[config.mk]
export PLATFORM = sky130hd
export DESIGN_NAME = whr_ip_buf_mac
export DESIGN_NICKNAME = d
export VERILOG_FILES = /design/src/rtl/whr_ip_buf_mac.sv
export SDC_FILE = /design/constraint.sdc
export NUM_CORES = 1
export LEC_CHECK = 0
export ABC_CLOCK_PERIOD_IN_PS = 11910
export CAP_MARGIN = 20
export CORE_ASPECT_RATIO = 0.75
export CORE_MARGIN = 3
export CORE_UTILIZATION = 35
export CTS_BUF_LIST = sky130_fd_sc_hd__clkbuf_4
export DETAILED_ROUTE_END_ITERATION = 10
export HOLD_SLACK_MARGIN = 0.03
export PLACE_DENSITY = 0.51
export SYNTH_ARGS = -nofsm -noshare
export SYNTH_HDL_FRONTEND = slang
export SYNTH_SLANG_ARGS = --single-unit
[constraint.sdc]
create_clock -name clk -period 11.91 [get_ports clk]
set_input_delay 2.382 -clock clk [delete_from_list [all_inputs] [get_ports clk]]
set_output_delay 2.382 -clock clk [all_outputs]
set_load 0.05 [all_outputs]
[src/rtl/whr_ip_buf_mac.sv]
// -----------------------------------------------------------------------------
// whr_ip_buf_mac -- wormhole router input port buffer (single VC).
//
// Terminates the channel from an upstream output port controller and stores
// flits in a FIFO of buffer_size entries. The head-of-queue flit is presented
// combinationally to the switch allocator/crossbar. One credit pulse is
// returned upstream for every flit that leaves the FIFO.
//
// Optional feature macro: WHR_IP_BUF_ERROR_CHECK_EN
//   defined   : ingress head/tail framing FSM, overflow and framing error
//               detection, and the sticky error register are built in.
//   undefined : that logic is absent and error is tied to 0. Overflow flits
//               are still dropped without any state change.
//
// Parameters
//   buffer_size     FIFO depth in flits (>= 2, any value)
//   flit_data_width payload width
//   port_id         informational input port ID
//
// Ports
//   clk            clock
//   reset          synchronous active-high reset
//   channel_in     {valid, head, tail, data}; valid is the MSB
//   flow_ctrl_out  registered credit pulse, one per popped flit
//   flit_valid_out head-of-queue flit valid (count != 0)
//   flit_head_out  head-of-queue head flag
//   flit_tail_out  head-of-queue tail flag
//   flit_data_out  head-of-queue payload
//   flit_ready_in  crossbar takes the head-of-queue flit this cycle
//   empty          FIFO holds no flits
//   error          sticky overflow/framing error
// -----------------------------------------------------------------------------
module whr_ip_buf_mac #(
    parameter int buffer_size     = 8,
    parameter int flit_data_width = 64,
    parameter int port_id         = 0
) (
    input  logic                       clk,
    input  logic                       reset,
    // Bit order {valid, head, tail, data}: channel position 0 (valid) is the MSB.
    input  logic [flit_data_width+2:0] channel_in,
    output logic                       flow_ctrl_out,
    output logic                       flit_valid_out,
    output logic                       flit_head_out,
    output logic                       flit_tail_out,
    output logic [flit_data_width-1:0] flit_data_out,
    input  logic                       flit_ready_in,
    output logic                       empty,
    output logic                       error
);

    localparam int PTR_W  = $clog2(buffer_size);
    localparam int CNT_W  = $clog2(buffer_size + 1);
    localparam int WORD_W = flit_data_width + 2;

    localparam logic [PTR_W-1:0] PTR_LAST = PTR_W'(buffer_size - 1);
    localparam logic [CNT_W-1:0] FULL_CNT = CNT_W'(buffer_size);

    // Reject unusable configurations at elaboration time.
    if (buffer_size < 2 || port_id < 0) begin : g_param_check
        $error("whr_ip_buf_mac: buffer_size must be >= 2 and port_id >= 0");
    end

    // Channel field decode
    logic                       w_in_valid;
    logic                       w_in_head;
    logic                       w_in_tail;
    logic [flit_data_width-1:0] w_in_data;

    assign w_in_valid = channel_in[flit_data_width+2];
    assign w_in_head  = channel_in[flit_data_width+1];
    assign w_in_tail  = channel_in[flit_data_width];
    assign w_in_data  = channel_in[flit_data_width-1:0];

    // Storage and pointers
    logic [WORD_W-1:0] r_mem [buffer_size];
    logic [PTR_W-1:0]  r_wr_ptr;
    logic [PTR_W-1:0]  r_rd_ptr;
    logic [CNT_W-1:0]  r_count;
    logic              r_flow_ctrl;

    logic              w_full;
    logic              w_pop;
    logic              w_accept;
    logic [PTR_W-1:0]  w_wr_ptr_nxt;
    logic [PTR_W-1:0]  w_rd_ptr_nxt;
    logic [WORD_W-1:0] w_rd_word;

    assign flit_valid_out = (r_count != {CNT_W{1'b0}});
    assign empty          = (r_count == {CNT_W{1'b0}});
    assign w_full         = (r_count == FULL_CNT);
    assign w_pop          = flit_valid_out & flit_ready_in;
    // When full, a push is only taken if a pop frees the slot in the same cycle.
    assign w_accept       = w_in_valid & (~w_full | w_pop);

    // Pointer increment with explicit wrap (depth need not be a power of two).
    always_comb begin
        w_wr_ptr_nxt = r_wr_ptr + PTR_W'(1);
        w_rd_ptr_nxt = r_rd_ptr + PTR_W'(1);
        if (r_wr_ptr == PTR_LAST) begin
            w_wr_ptr_nxt = {PTR_W{1'b0}};
        end else begin
            w_wr_ptr_nxt = r_wr_ptr + PTR_W'(1);
        end
        if (r_rd_ptr == PTR_LAST) begin
            w_rd_ptr_nxt = {PTR_W{1'b0}};
        end else begin
            w_rd_ptr_nxt = r_rd_ptr + PTR_W'(1);
        end
    end

    // Flit storage write; contents are intentionally not reset.
    always_ff @(posedge clk) begin
        if (!reset && w_accept) begin
            r_mem[r_wr_ptr] <= {w_in_head, w_in_tail, w_in_data};
        end
    end

    // Pointers, occupancy and credit register.
    always_ff @(posedge clk) begin
        if (reset) begin
            r_wr_ptr    <= {PTR_W{1'b0}};
            r_rd_ptr    <= {PTR_W{1'b0}};
            r_count     <= {CNT_W{1'b0}};
            r_flow_ctrl <= 1'b0;
        end else begin
            if (w_accept) begin
                r_wr_ptr <= w_wr_ptr_nxt;
            end
            if (w_pop) begin
                r_rd_ptr <= w_rd_ptr_nxt;
            end
            case ({w_accept, w_pop})
                2'b10:   r_count <= r_count + CNT_W'(1);
                2'b01:   r_count <= r_count - CNT_W'(1);
                default: r_count <= r_count;
            endcase
            r_flow_ctrl <= w_pop;
        end
    end

    assign flow_ctrl_out = r_flow_ctrl;

    // Head-of-queue read is combinational from the read pointer.
    assign w_rd_word     = r_mem[r_rd_ptr];
    assign flit_head_out = w_rd_word[WORD_W-1];
    assign flit_tail_out = w_rd_word[WORD_W-2];
    assign flit_data_out = w_rd_word[flit_data_width-1:0];

`ifdef WHR_IP_BUF_ERROR_CHECK_EN
    typedef enum logic [0:0] {
        ST_IDLE = 1'b0,
        ST_PKT  = 1'b1
    } frame_state_t;

    frame_state_t r_state;
    frame_state_t w_state_nxt;
    logic         w_frame_err;
    logic         w_overflow_err;
    logic         r_error;

    assign w_overflow_err = w_in_valid & w_full & ~w_pop;

    // Framing FSM next state; a misframed flit flags an error but keeps the state.
    always_comb begin
        w_state_nxt = r_state;
        w_frame_err = 1'b0;
        if (w_in_valid) begin
            case (r_state)
                ST_IDLE: begin
                    if (!w_in_head) begin
                        w_frame_err = 1'b1;
                    end else if (!w_in_tail) begin
                        w_state_nxt = ST_PKT;
                    end else begin
                        w_state_nxt = ST_IDLE;
                    end
                end
                ST_PKT: begin
                    if (w_in_head) begin
                        w_frame_err = 1'b1;
                    end else if (w_in_tail) begin
                        w_state_nxt = ST_IDLE;
                    end else begin
                        w_state_nxt = ST_PKT;
                    end
                end
                default: begin
                    w_state_nxt = ST_IDLE;
                end
            endcase
        end else begin
            w_state_nxt = r_state;
        end
    end

    // Framing state register and sticky error flag.
    always_ff @(posedge clk) begin
        if (reset) begin
            r_state <= ST_IDLE;
            r_error <= 1'b0;
        end else begin
            r_state <= w_state_nxt;
            r_error <= r_error | w_overflow_err | w_frame_err;
        end
    end

    assign error = r_error;
`else
    assign error = 1'b0;
`endif

endmodule

==> metrics.md <==
| Metric | Value |
|---|---|
| Number of cells on the worst hold path | `2` |
| Startpoint type of the worst setup path | `flop` |
| XOR/XNOR Fraction of Synth Area | `0.128%` |
| H-tree levels | `4` |
| Layout cells sized above 1 | `37.0%` |
| Hold buffers post-CTS | `0` |
| Fin util | `42.7%` |
| Sequential fraction of the synthesis area | `78.5%` |
| Hold Fails Final Rpt | `0` |
| Post-synth EDFFs | `528` |
| R2r startpoint | `r_count[0]$_SDFFE_PP0P_` |
| Fin Setup TNS | `0 ns` |
| CTS Sinks | `542` |
| Crit end category | `output pin` |
| R2R Setup Slk | `9.02 ns` |
| Synth unique cells | `35` |
| F_max | `144 MHz` |
| Max transition margin | `29.0%` |
| Warnings from Yosys | `0` |
| Synth area leaders | `edfxtp_1, mux4_2, mux2_2` |
| Initial Utilization | `35.6%` |
| Status | `finished, final reports clean` |
| Dominant synthesized flop cell | `edfxtp_1` |
| Worst setup margin | `4.98 ns` |
| Synthesized area | `20600 um^2` |
| RSZ-0062 raised after global routing | `no` |
| Pwr dens | `198 nW/um^2` |
| Number of global-route vias before repair | `10300` |
| Core Area | `57700 um^2` |
| # DRC | `0` |
| Placed instance count | `1747` |
| WP data required | `9.53 ns` |
| Ys async rst share | `0%` |
| Placed inst area | `22900 um^2` |
| Buffer count from post-CTS setup fixing | `0` |
| Most frequent cell after synthesis | `edfxtp_1` |
| Share of the synthesized area in the top cell type | `77.1%` |
| Multiplexer share of the synthesized area | `18.3%` |
| Critical Path Fanout Max | `56` |
| Fillers | `5068` |
| P_leak | `7.74 nW` |
| Post-CTS resize count | `0` |
| Worst Tran Pin Value | `1.06 ns` |
| Final Routed Wirelength | `43700 um` |
| Clock transition at path regs | `0.06 ns` |
| Syn-to-layout area delta | `20.0%` |
| Maximum VDD drop | `0.130 mV` |
| Die width | `286 um` |
| Commonest cells post-synth | `edfxtp_1, mux4_2, mux2_2` |
| Adder-cell area share of the yosys netlist | `0.463%` |
| Place WS | `5.75 ns` |
| Via Count | `9539` |
| Drt first pass iters | `5` |
| Final period util | `58.1%` |
| Hold_sp | `r_rd_ptr[2]$_SDFFE_PP0N_` |
| Overall Power | `4.88 mW` |
| Max-cap violation count | `0` |
| Gpl congestion | `0.666` |
| Worst EP arrival | `4.54 ns` |
| Fraction of the mapped netlist area in simple logic gates | `0.809%` |
| Max-slew violation count | `0` |
| Post-route cell area | `24700 um^2` |
| Worst reg-to-reg path cell count | `5` |
| Setup-failing EPs final | `0` |
| Cells after synthesis | `848` |
| Die Span Y | `216 um` |
| Worst hold path type | `reg2reg` |
| Final HPWL DP | `21600 um` |
| Syn_area_per_cell | `24.2 um^2` |
| Routed length per instance | `22.0 um` |
| Via density | `4.80` |
| R2r endpoint | `r_mem[5][40]$_DFFE_PP_` |
| Rows | `76` |
| Overflow after GRT | `0` |
| Final Net Count | `1186` |
| First-pass GRT wire length | `65400 um` |
| Syn Nets | `925` |
| Die footprint | `61700 um^2` |
| CTS tree | `done` |
| Synth Area in Compound Gates | `0.536%` |
| Max Buffers Root-to-Sink | `3` |
| I/O Pins | `140` |
| Critical path type | `reg2out` |
| Hold_ws | `0.532 ns` |
| Port Buffers | `138` |
| 1st-iter DRT viols | `617` |
| CTS buffer count | `140` |
| Non-Filler Instances | `1989` |
| Post-DRT Antenna Nets | `0` |
| Largest net degree at the start of global routing | `91` |
| Skew-Pair Late Insertion Delay | `0.86 ns` |
| Clock Root Buffer | `clkbuf_4` |
| GR Util All Layers | `14.4%` |
| Clock Skews | `0.0317 ns` |
| Largest area contributor in the netlist | `edfxtp_1` |
| Initial antenna violation count | `5` |
| Largest family of logic cells by synthesized area | `multiplexers` |
| Tmin final | `6.93 ns` |
| #FFs+latches synth | `542` |
[cells by family (layout without fill, tap and decap cells)]
logic type | count (synthesis) | count (layout)
mux | 203 | 203
xor+xnor | 3 | 3
fa+ha+maj | 7 | 7
simple gates | 35 | 35
buf+inv | 44 | 400
flops | 542 | 542
compound gates | 13 | 13
other cells | 1 | 6
[power by group]
group / switching [mW] / internal [mW]
registers: 0.0673 / 2.14
logic: 0.616 / 0.496
clock network: 0.727 / 0.831
[sequential cells by signal (all words and copies together), names as in the netlist, named ones only]
register	cells
r_count	4
r_mem	528
r_wr_ptr	3
r_rd_ptr	3
flow_ctrl_out	1
[cell type report]
cell class,instances,area (um^2),share of cell area (%)
sequential,542,16100,65.4
multi-input combinational,262,4220,17.1
timing repair buffer,158,1560,6.34
clock buffer,199,1490,6.06
tap,780,976,3.96
clock inverter,38,240,0.974
inverter,5,18.8,0.0761
antenna,5,12.5,0.0507
[placed cells by master (no fill, tap or decap), drive strengths merged, types with 3 or more instances in the layout]
cell           synthesis  layout
a21oi                  5       5
buf                   24      20
bufinv                 0       3
clkbuf                15     199
clkdlybuf4s50          0     138
clkinv                 0      27
clkinvlp               0       4
dfxtp                 14      14
diode                  0       5
edfxtp               528     528
ha                     6       6
inv                    5       9
mux2                  67      67
mux2i                  4       4
mux4                 132     132
nand2                  7       7
nor2                  14      14
nor3                   4       4
[metal layers]
| layer | global-route usage, % | vias up | part of all wire (%) |
|---|---|---|---|
| met3 | 5.13 | 83 | 6.4 |
| met5 | 0 | - | 0.071 |
| li1 | - | 4220 | - |
| met1 | 19.4 | 4975 | 45 |
| met4 | 4.52 | 4 | 1.8 |
| met2 | 22.1 | 257 | 47 |
[critical path: stages (launching register included)]
cell             delay (ns)
dfxtp_4                0.73
buf_4                  0.63
buf_4                  0.77
mux4_2                 0.41
mux2_2                 0.28
clkdlybuf4s50_1        0.75
[worst max path at each step]
stage                       start                     to  depth (start not counted)
global placement             flop      flit_data_out[54]                          5
global route                 flop      flit_data_out[48]                          5
CTS                          flop       flit_data_out[4]                          5
finish                       flop       flit_data_out[4]                          5
detailed placement           flop      flit_data_out[48]                          5
floorplan           flit_ready_in  r_mem[0][0]$_DFFE_PP_                          3
(Power assumes the default switching activity.)
